--- src/rtl/uart_pkg.sv ---
// Shared definitions for the uart_tx front-end.
// Arbiter state encoding, parity codes, reset baud divisor.
package uart_pkg;

   typedef enum logic {
      ST_IDLE = 1'b0,
      ST_WAIT = 1'b1
   } state_e;

   typedef enum logic [1:0] {
      PAR_NONE = 2'b00,
      PAR_ODD  = 2'b01,
      PAR_EVEN = 2'b10,
      PAR_RSVD = 2'b11
   } parity_e;

   localparam logic [15:0] RST_BAUD_DEF = 16'd900;

endpackage

--- src/rtl/rr_pick.sv ---
// Round-robin winner select: first valid index after last_i, wrapping.
// Purely combinational.
module rr_pick #(
   parameter int N = 4,
   parameter int W = $clog2(N)
) (
   input  logic [N-1:0] valid_i,
   input  logic [W-1:0] last_i,
   output logic [W-1:0] idx_o,
   output logic         found_o
);

   logic [W-1:0] cand;

   always_comb begin
      idx_o   = '0;
      found_o = 1'b0;
      cand    = last_i;
      for (int i = 0; i < N; i++) begin
         cand = (cand == W'(N - 1)) ? '0 : cand + 1'b1;
         if (!found_o && valid_i[cand]) begin
            found_o = 1'b1;
            idx_o   = cand;
         end
      end
   end

endmodule

--- src/rtl/uart_tx_arb.sv ---
// Round-robin byte arbiter and line-config front-end for uart_tx.
// Config outputs only move on IDLE edges so a frame keeps its settings.
module uart_tx_arb
   import uart_pkg::*;
#(
   parameter int               N_REQ    = 4,
   parameter int               TMO_W    = 20,
   parameter logic [TMO_W-1:0] DONE_TMO = 20'hFFFFF,
   parameter logic [15:0]      RST_BAUD = RST_BAUD_DEF
) (
   input  logic                       mclk,
   input  logic                       n_reset,
   input  logic [N_REQ-1:0]           req_valid,
   input  logic [8*N_REQ-1:0]         req_data,
   output logic [N_REQ-1:0]           req_ready,
   input  logic                       cfg_wr,
   input  logic [15:0]                cfg_baudrate,
   input  logic [1:0]                 cfg_parity_sel,
   input  logic                       cfg_stop_sel,
   output logic [15:0]                baudrate,
   output logic [1:0]                 parity_sel,
   output logic                       stop_sel,
   output logic [7:0]                 tdata,
   output logic                       send_en,
   input  logic                       done,
   output logic                       busy,
   output logic [$clog2(N_REQ)-1:0]   grant_id,
   output logic                       tmo_err
);

   localparam int GW = $clog2(N_REQ);

   state_e             state_q, state_d;
   logic [TMO_W-1:0]   cnt_q, cnt_d;
   logic [7:0]         tdata_q, tdata_d;
   logic [GW-1:0]      grant_q, grant_d;
   logic [N_REQ-1:0]   ready_q, ready_d;
   logic               send_q, send_d;
   logic               tmo_q, tmo_d;
   logic [15:0]        baud_q, baud_d, sh_baud_q, sh_baud_d;
   logic [1:0]         par_q, par_d, sh_par_q, sh_par_d;
   logic               stop_q, stop_d, sh_stop_q, sh_stop_d;

   logic [GW-1:0]      pick;
   logic               found;
   logic [7:0]         bytes [N_REQ];
   logic [TMO_W-1:0]   cnt_inc;

   rr_pick #(.N(N_REQ), .W(GW)) u_pick (
      .valid_i (req_valid),
      .last_i  (grant_q),
      .idx_o   (pick),
      .found_o (found)
   );

   always_comb begin
      for (int i = 0; i < N_REQ; i++) begin
         bytes[i] = req_data[8*i +: 8];
      end
   end

   assign cnt_inc = cnt_q + 1'b1;

   always_comb begin
      state_d   = state_q;
      cnt_d     = cnt_q;
      tdata_d   = tdata_q;
      grant_d   = grant_q;
      ready_d   = '0;
      send_d    = 1'b0;
      tmo_d     = 1'b0;
      baud_d    = baud_q;
      par_d     = par_q;
      stop_d    = stop_q;
      sh_baud_d = cfg_wr ? cfg_baudrate   : sh_baud_q;
      sh_par_d  = cfg_wr ? cfg_parity_sel : sh_par_q;
      sh_stop_d = cfg_wr ? cfg_stop_sel   : sh_stop_q;
      unique case (state_q)
         ST_IDLE: begin
            // Write-through so a cfg_wr on the launch edge hits this frame
            baud_d = sh_baud_d;
            par_d  = sh_par_d;
            stop_d = sh_stop_d;
            if (found) begin
               tdata_d       = bytes[pick];
               grant_d       = pick;
               ready_d[pick] = 1'b1;
               send_d        = 1'b1;
               cnt_d         = '0;
               state_d       = ST_WAIT;
            end
         end
         ST_WAIT: begin
            if (done) begin
               cnt_d   = '0;
               state_d = ST_IDLE;
            end else if (cnt_inc == DONE_TMO) begin
               tmo_d   = 1'b1;
               cnt_d   = '0;
               state_d = ST_IDLE;
            end else begin
               cnt_d = cnt_inc;
            end
         end
         default: state_d = ST_IDLE;
      endcase
   end

   always_ff @(posedge mclk or negedge n_reset) begin
      if (!n_reset) begin
         state_q   <= ST_IDLE;
         cnt_q     <= '0;
         tdata_q   <= '0;
         grant_q   <= GW'(N_REQ - 1);
         ready_q   <= '0;
         send_q    <= 1'b0;
         tmo_q     <= 1'b0;
         baud_q    <= RST_BAUD;
         par_q     <= PAR_NONE;
         stop_q    <= 1'b0;
         sh_baud_q <= RST_BAUD;
         sh_par_q  <= PAR_NONE;
         sh_stop_q <= 1'b0;
      end else begin
         state_q   <= state_d;
         cnt_q     <= cnt_d;
         tdata_q   <= tdata_d;
         grant_q   <= grant_d;
         ready_q   <= ready_d;
         send_q    <= send_d;
         tmo_q     <= tmo_d;
         baud_q    <= baud_d;
         par_q     <= par_d;
         stop_q    <= stop_d;
         sh_baud_q <= sh_baud_d;
         sh_par_q  <= sh_par_d;
         sh_stop_q <= sh_stop_d;
      end
   end

   assign req_ready  = ready_q;
   assign send_en    = send_q;
   assign tdata      = tdata_q;
   assign busy       = (state_q == ST_WAIT);
   assign grant_id   = grant_q;
   assign tmo_err    = tmo_q;
   assign baudrate   = baud_q;
   assign parity_sel = par_q;
   assign stop_sel   = stop_q;

endmodule
--- config.mk ---
export PLATFORM = sky130hd
export DESIGN_NAME = uart_tx_arb
export DESIGN_NICKNAME = d
export VERILOG_FILES = /design/src/rtl/uart_pkg.sv /design/src/rtl/rr_pick.sv /design/src/rtl/uart_tx_arb.sv
export SDC_FILE = /design/constraint.sdc
export NUM_CORES = 1
export LEC_CHECK = 0
export CAP_MARGIN = 20
export CORE_UTILIZATION = 50
export CTS_CLUSTER_DIAMETER = 30
export DETAILED_ROUTE_END_ITERATION = 8
export PLACE_DENSITY = 0.81
export RECOVER_POWER = 50
export SYNTH_ARGS = -nofsm -noshare
export SYNTH_HDL_FRONTEND = slang
export SYNTH_SLANG_ARGS = --single-unit
--- constraint.sdc ---
create_clock -name mclk -period 7.7 [get_ports mclk]
set_clock_uncertainty 0.2 [all_clocks]
set_input_delay 1.925 -clock mclk [delete_from_list [all_inputs] [get_ports mclk]]
set_output_delay 1.925 -clock mclk [all_outputs]
set_load 0.1 [all_outputs]
==> metrics.json, run 1 <==
{
  "run_status": {"value": "completed"},
  "synth_top_area_share": {"value": 0.432},
  "setup-violations-final": {"value": 0},
  "tritoncts_buffers": {"value": 9},
  "antenna-diode-count": {"value": 0},
  "placement.cell_area": {"value": 4780, "unit": "µm²"},
  "layout-area-overhead-vs-synth": {"value": 32.1, "unit": "%"},
  "worstRegToRegCells": {"value": 9},
  "crit_path_end_kind": {"value": "output pin"},
  "ctsLongestPathBuffers": {"value": 2},
  "worst_path_max_delay_cell": {"value": "sky130_fd_sc_hd__clkdlybuf4s50_1"},
  "path_max_fanout": {"value": 24},
  "crit_path_max_incr_delay": {"value": 1.30, "unit": "ns"},
  "mappedNetlistNets": {"value": 411},
  "finalHoldViolations": {"value": 0},
  "worst_hold_startpoint": {"value": "sh_baud_q[4]"},
  "synth.most_common_cell": {"value": "sky130_fd_sc_hd__dfrtp_1"},
  "ant_nets": {"value": 0},
  "criticalPathCategory": {"value": "flip-flop to output pin"},
  "rsz_0062_raised_after_global_routing": {"value": "false"},
  "drcViolationCount": {"value": 0},
  "timing.rr.start": {"value": "cnt_q[0]"},
  "clk_root_buffer_cell": {"value": "sky130_fd_sc_hd__clkbuf_8"},
  "post_synth_main_area_contributors": {"value": "sky130_fd_sc_hd__dfrtp_1 (43%), sky130_fd_sc_hd__mux2_2 (14%), sky130_fd_sc_hd__dfstp_2 (7.0%)"},
  "grt_first_pass_wirelength": {"value": 13200, "unit": "µm"},
  "period_share": {"value": 0.614},
  "post_drt_via_cell_ratio": {"value": 5.43},
  "gp_congestion": {"value": 0.878},
  "cts_max_level": {"value": 3},
  "totalPowerFinal": {"value": 2110, "unit": "µW"},
  "cap_viol_max_count": {"value": 0},
  "startpoint": {"value": "busy"},
  "synth_ff_type": {"value": "sky130_fd_sc_hd__dfrtp_1"},
  "maximum_vdd_drop": {"value": 445, "unit": "µV"},
  "regToRegSetupSlack": {"value": 3.74, "unit": "ns"},
  "synthesis.yosys.warnings": {"value": 0},
  "track_usage": {"value": 0.224},
  "grt_busiest_layer": {"value": "met2"},
  "synth_top_cell_by_area": {"value": "sky130_fd_sc_hd__dfrtp_1"},
  "drt-total-wl": {"value": 8300, "unit": "µm"},
  "die_area": {"value": 7880, "unit": "µm²"},
  "core_area": {"value": 7250, "unit": "µm²"},
  "hpwl": {"value": 5920, "unit": "µm"},
  "min_path_type": {"value": "flip-flop to flip-flop"},
  "detail_route.iter0.violations": {"value": 175},
  "global_route.usage.met1": {"value": 0.286},
  "nets_finish": {"value": 500},
  "timing_max_transition_violations_final": {"value": 0},
  "grt_pass1_vias": {"value": 2779},
  "clkSlewWorstSetupHoldPaths": {"value": 0.07, "unit": "ns"},
  "grt_antenna_before_repair": {"value": 0},
  "cts_tree": {"value": "yes"},
  "yosys_register_bits": {"value": 75},
  "max_freq": {"value": 212, "unit": "MHz"},
  "number_of_enable_flip_flop_cells_after_synthesis": {"value": 0},
  "post-route-min-period": {"value": 4.72, "unit": "ns"},
  "synth.avg_cell_area": {"value": 10.8, "unit": "µm²"},
  "pwr_density_cell": {"value": 424, "unit": "nW/µm²"},
  "worst_ep_arrival_time": {"value": 2.60, "unit": "ns"},
  "grt_start_max_net_pins": {"value": 76},
  "placedCellCount": {"value": 525},
  "die_width": {"value": 88.8, "unit": "µm"},
  "slew_headroom": {"value": 0.317},
  "drt-pass1-iter-count": {"value": 4},
  "hold_path_depth": {"value": 1},
  "cts.hold.buffers_added": {"value": 0},
  "total_leakage_power": {"value": 0.00212, "unit": "µW"},
  "min_to": {"value": "sh_baud_q[4]"},
  "synthesis.area": {"value": 3760, "unit": "µm²"},
  "grt_overflow": {"value": 0},
  "source_to_sink_clock_delay_at_the_later_pin_of_the_worst_skew_pair": {"value": 0.35, "unit": "ns"},
  "post_cts_resize_count": {"value": 0},
  "io_buffers": {"value": 94},
  "bufs_and_invs_on_worst_path": {"value": 1},
  "tightestPinTransition": {"value": 1.02, "unit": "ns"},
  "synth_cell_type_count": {"value": 51},
  "routedWlPerCell": {"value": 15.3, "unit": "µm"},
  "ys_async_sr_fraction": {"value": 1.00},
  "stdcell_area": {"value": 4970, "unit": "µm²"},
  "worst_r2r_endpoint": {"value": "cnt_q[3]"},
  "seq_area_frac_synth": {"value": 0.502},
  "layout.filler_cells": {"value": 551},
  "timing.setup.tns": {"value": 0, "unit": "ns"},
  "syn_inst": {"value": 348},
  "vias": {"value": 2940},
  "cp_top_family": {"value": "buffers and inverters"},
  "cp_data_required_time": {"value": 5.58, "unit": "ns"},
  "met3_usage": {"value": 0.0373},
  "global_route.usage.met2": {"value": 0.369},
  "layout.cells.non_filler": {"value": 541},
  "final_layout_size_suffix_gt1_frac": {"value": 0.170},
  "post_cts_setup_repair_bufs": {"value": 0},
  "synth.cells.most_frequent": {"value": "sky130_fd_sc_hd__dfrtp_1 (65), sky130_fd_sc_hd__mux2_2 (47), sky130_fd_sc_hd__nand2_1 (42)"},
  "worstSetupStartpointType": {"value": "flip-flop"},
  "num_rows": {"value": 31},
  "start_util": {"value": 0.519},
  "pin_count": {"value": 95},
  "cts.sinks": {"value": 75},
  "fp.dieH": {"value": 88.8, "unit": "µm"},
  "worstPathCellList": {"value": "clkdlybuf4s50_1"}
}
-- how the worst max path moves through the flow --
| stage | cells after the start | slack (ns) | to |
|---|---|---|---|
| after floorplan | 6 | 4.05 | tdata[2] |
| after global placement | 7 | 3.29 | tdata[1] |
| after detailed placement | 1 | 3.34 | busy |
| after CTS | 1 | 2.95 | busy |
| after global routing | 1 | 2.88 | busy |
| final | 1 | 2.98 | busy |
-- metal layers --
metal	routed length [µm]	vias to the layer above
li1	-	1433
met3	394	14
met4	194	0
met1	3500	1409
met2	4200	84
met5	0	-
-- state kept, by name, summed over array words and instances, names as in the netlist, 2 cells and up --
register / cells
baudrate: 16
cnt_q: 20
grant_id: 2
parity_sel: 2
req_ready: 4
sh_baud_q: 16
sh_par_q: 2
tdata: 8
-- area by class of cell --
type / count / area [µm²] / share of cell area
clock buffer: 10 / 128 / 0.0257
timing repair buffer: 98 / 973 / 0.196
multi-input combinational: 246 / 1770 / 0.355
sequential: 75 / 1890 / 0.380
inverter: 7 / 26.3 / 0.00528
tap: 99 / 124 / 0.0249
clock inverter: 6 / 65.1 / 0.0131
-- logic make-up (layout without fill, tap and decap cells) --
| logic type | Yosys count | after routing | share of synthesized area |
|---|---|---|---|
| adders and majority gates | 4 | 4 | 0.0133 |
| buffers and inverters | 27 | 121 | 0.0299 |
| xor gates and xnor gates | 6 | 6 | 0.0140 |
| AOI/OAI and AO/OA | 59 | 59 | 0.102 |
| DFF | 75 | 75 | 0.502 |
| muxes | 63 | 63 | 0.183 |
| and+or+nand+nor | 114 | 114 | 0.156 |
-- placed cells by master (no fill, tap or decap), drive strengths merged, types with 9 or more instances in the layout --
cell type / netlist / routed
o21ai: 23 / 23
dfstp: 10 / 10
clkbuf: 11 / 10
nor3: 9 / 9
nor4: 9 / 9
mux2i: 16 / 16
nand2: 42 / 42
nand3: 9 / 9
dfrtp: 65 / 65
mux2: 47 / 47
nor2: 11 / 11
clkdlybuf4s50: 0 / 91
-- stage by stage --
| stage | hold slack, ns | util | worst slack (ns) |
|---|---|---|---|
| 6_report | 0.281 | 0.686 | 2.98 |
| 5_1_grt | 0.307 | 0.686 | 2.88 |
| 4_1_cts | 0.287 | 0.686 | 2.95 |
| 3_5_place_dp | 0.269 | 0.659 | 3.34 |
| 3_3_place_gp | 0.263 | 0.657 | 3.29 |
| 2_1_floorplan | 0.269 | - | 4.05 |
-- power breakdown --
group	internal [µW]	total, µW	switching [µW]
sequential	509	592	82.9
combinational	346	1220	876
clock	150	296	146
total	1010	2110	1100
Note: power is estimated with default switching activity, not from simulation.
==> run 2: changes to the inputs <==
--- a/config.mk
+++ b/config.mk
@@ -6,10 +6,10 @@
 export NUM_CORES = 1
 export LEC_CHECK = 0
 export CAP_MARGIN = 20
-export CORE_UTILIZATION = 50
+export CORE_UTILIZATION = 49
 export CTS_CLUSTER_DIAMETER = 30
 export DETAILED_ROUTE_END_ITERATION = 8
-export PLACE_DENSITY = 0.81
+export PLACE_DENSITY = 0.8
 export RECOVER_POWER = 50
 export SYNTH_ARGS = -nofsm -noshare
 export SYNTH_HDL_FRONTEND = slang
==> constraint.sdc (replaced) <==
create_clock -name mclk -period 4.65 [get_ports mclk]
set_clock_uncertainty 0.2 [all_clocks]
set_input_delay 1.1625 -clock mclk [delete_from_list [all_inputs] [get_ports mclk]]
set_output_delay 1.1625 -clock mclk [all_outputs]
set_load 0.1 [all_outputs]
==> run 2 against run 1 <==
Compared with the run above: the flow now finishes with violations (capacitance limit, slew limit); non-clock buffer count is the same; sequential share of layout area grew 0.18 points; total power increased by 63%; wire length is 2.2% lower; largest power group unchanged; sequential cell count stayed put; critical path depth up 8; via count rose by 0.88%; largest cell class unchanged; utilization fell by 1.0 points; die area increased by 2.0%.
==> metrics.json, run 2 (same netlist as run 1, synthesis figures left out) <==
{
  "run_status": {"value": "finished with violations"},
  "violated_checks": {"value": "capacitance limit, slew limit"},
  "final_critical_path_setup_slack": {"value": 0.954, "unit": "ns"},
  "drt-total-wl": {"value": 8110, "unit": "µm"},
  "cts.hold.buffers_added": {"value": 0},
  "crit_path_end_kind": {"value": "flip-flop"},
  "path_max_fanout": {"value": 21},
  "cap_viol_max_count": {"value": 1},
  "ant_nets": {"value": 0},
  "cp_data_required_time": {"value": 4.68, "unit": "ns"},
  "most-common-layout-cells": {"value": "sky130_fd_sc_hd__clkdlybuf4s50_1 (91), sky130_fd_sc_hd__dfrtp_1 (65), sky130_fd_sc_hd__mux2_2 (44)"},
  "maximum_vdd_drop": {"value": 513, "unit": "µV"},
  "routedWlPerCell": {"value": 15.0, "unit": "µm"},
  "drcViolationCount": {"value": 0},
  "stdcell_area": {"value": 4950, "unit": "µm²"},
  "clkSlewWorstSetupHoldPaths": {"value": 0.08, "unit": "ns"},
  "tritoncts_buffers": {"value": 9},
  "post-route-util": {"value": 0.675},
  "gp_congestion": {"value": 0.824},
  "placement.cell_area": {"value": 4770, "unit": "µm²"},
  "io_buffers": {"value": 94},
  "criticalPathCategory": {"value": "flip-flop to flip-flop"},
  "cp_top_family": {"value": "compound AO/OA/AOI/OAI gates"},
  "nets_finish": {"value": 500},
  "antenna-diode-count": {"value": 0},
  "post_cts_resize_count": {"value": 0},
  "layout-area-overhead-vs-synth": {"value": 31.4, "unit": "%"},
  "finalHoldViolations": {"value": 0},
  "drt-pass1-iter-count": {"value": 4},
  "die_width": {"value": 89.7, "unit": "µm"},
  "rsz_0062_raised_after_global_routing": {"value": "false"},
  "grt_pass1_vias": {"value": 2735},
  "flip_flop_count_of_the_largest_register_all_copies_and_words_added": {"value": 20},
  "mostFrequentLayoutCell": {"value": "sky130_fd_sc_hd__clkdlybuf4s50_1"},
  "die_area": {"value": 8040, "unit": "µm²"},
  "setup-violations-final": {"value": 0},
  "core_area": {"value": 7330, "unit": "µm²"},
  "worstPathCellList": {"value": "ha_1, nand3_1, or4_4, or2_0, a2111o_1, o31ai_2, buf_4, o21ai_0, mux2_2"},
  "worst_path_max_delay_cell": {"value": "sky130_fd_sc_hd__dfrtp_1"},
  "grt_start_max_net_pins": {"value": 76},
  "post_cts_setup_repair_bufs": {"value": 0},
  "fp.dieH": {"value": 89.7, "unit": "µm"},
  "vias": {"value": 2966},
  "pwr_density_cell": {"value": 697, "unit": "nW/µm²"},
  "period_share": {"value": 0.795},
  "crit_path_max_incr_delay": {"value": 0.55, "unit": "ns"},
  "registers.top_by_ff_count": {"value": "cnt_q"},
  "grt_antenna_before_repair": {"value": 0},
  "bufs_and_invs_on_worst_path": {"value": 1},
  "timing_max_transition_violations_final": {"value": 76},
  "post-route-min-period": {"value": 3.70, "unit": "ns"},
  "slew_headroom": {"value": -0.210},
  "grt_overflow": {"value": 0},
  "cts_max_level": {"value": 3},
  "clk_root_buffer_cell": {"value": "sky130_fd_sc_hd__clkbuf_8"},
  "track_usage": {"value": 0.216},
  "min_path_type": {"value": "flip-flop to flip-flop"},
  "source_to_sink_clock_delay_at_the_later_pin_of_the_worst_skew_pair": {"value": 0.35, "unit": "ns"},
  "hpwl": {"value": 5780, "unit": "µm"},
  "max_freq": {"value": 271, "unit": "MHz"},
  "cts.sinks": {"value": 75},
  "post_drt_via_cell_ratio": {"value": 5.48},
  "cts_tree": {"value": "yes"},
  "pin_count": {"value": 95},
  "grt_first_pass_wirelength": {"value": 12900, "unit": "µm"},
  "worstSetupStartpointType": {"value": "flip-flop"},
  "num_rows": {"value": 31},
  "final_layout_size_suffix_gt1_frac": {"value": 0.188},
  "total_leakage_power": {"value": 0.00211, "unit": "µW"},
  "totalPowerFinal": {"value": 3450, "unit": "µW"},
  "start_util": {"value": 0.514},
  "timing.setup.tns": {"value": 0, "unit": "ns"},
  "detail_route.iter0.violations": {"value": 172},
  "worst_ep_arrival_time": {"value": 3.73, "unit": "ns"},
  "tightestPinTransition": {"value": 1.81, "unit": "ns"},
  "placement.setup.worst_slack": {"value": 1.02, "unit": "ns"},
  "regToRegSetupSlack": {"value": 0.95, "unit": "ns"},
  "ctsLongestPathBuffers": {"value": 2}
}
## run 2: cell types whose count changed in the layout (fill, tap and decap cells not counted), sizes merged
cell / delta
inv: +3
buf: -1
bufinv: -1
clkbuf: +1
clkinv: -1
dlygate4sd3: -1
## run 2: worst paths after layout
kind / from / end / cells after the start
hold reg to reg: grant_id[0] / grant_id[0] / 2
min in group asynchronous: n_reset / cnt_q[5] / 1
max in group asynchronous: n_reset / sh_baud_q[12] / 1
setup reg to reg: cnt_q[0] / cnt_q[15] / 9
hold / removal: grant_id[0] / grant_id[0] / 2
setup / recovery: cnt_q[0] / cnt_q[15] / 9
## run 2: final cells by class
class	instances	area, µm²
clock inverter	7	58.8
clock buffer	9	124
timing repair buffer	98	960
inverter	7	26.3
sequential	75	1890
fill	559	2380
tap	99	124
multi-input combinational	246	1770
## run 2: metal layers
layer	wire, µm	track usage	part of all wire
met5	0	0	0
met3	698	0.0759	0.086
met1	3360	0.278	0.41
met2	3870	0.330	0.48
met4	180	0.0924	0.022
## run 2: stage by stage
step / hold WS (ns) / instances
finish: 0.285 / 541
global route: 0.312 / 541
CTS: 0.288 / 541
detailed placement: 0.270 / 525
global placement: 0.261 / 525
floorplan: 0.269 / 348
## run 2: worst reg2reg max path, stage by stage, from the launching register on
cell and delay (ns):
sky130_fd_sc_hd__dfrtp_1 0.55, sky130_fd_sc_hd__ha_1 0.32, sky130_fd_sc_hd__nand3_1 0.14, sky130_fd_sc_hd__or4_4 0.45, sky130_fd_sc_hd__or2_0 0.23, sky130_fd_sc_hd__a2111o_1 0.45
sky130_fd_sc_hd__o31ai_2 0.52, sky130_fd_sc_hd__buf_4 0.34, sky130_fd_sc_hd__o21ai_0 0.10, sky130_fd_sc_hd__mux2_2 0.28
## run 2: power breakdown
part           internal (µW)  leakage, µW  total (µW)  switching [µW]
logic                    565      0.00109        2050            1480
clock network            203    0.0000925         459             257
registers                844     0.000924         943            99.1
total                   1610      0.00211        3450            1840
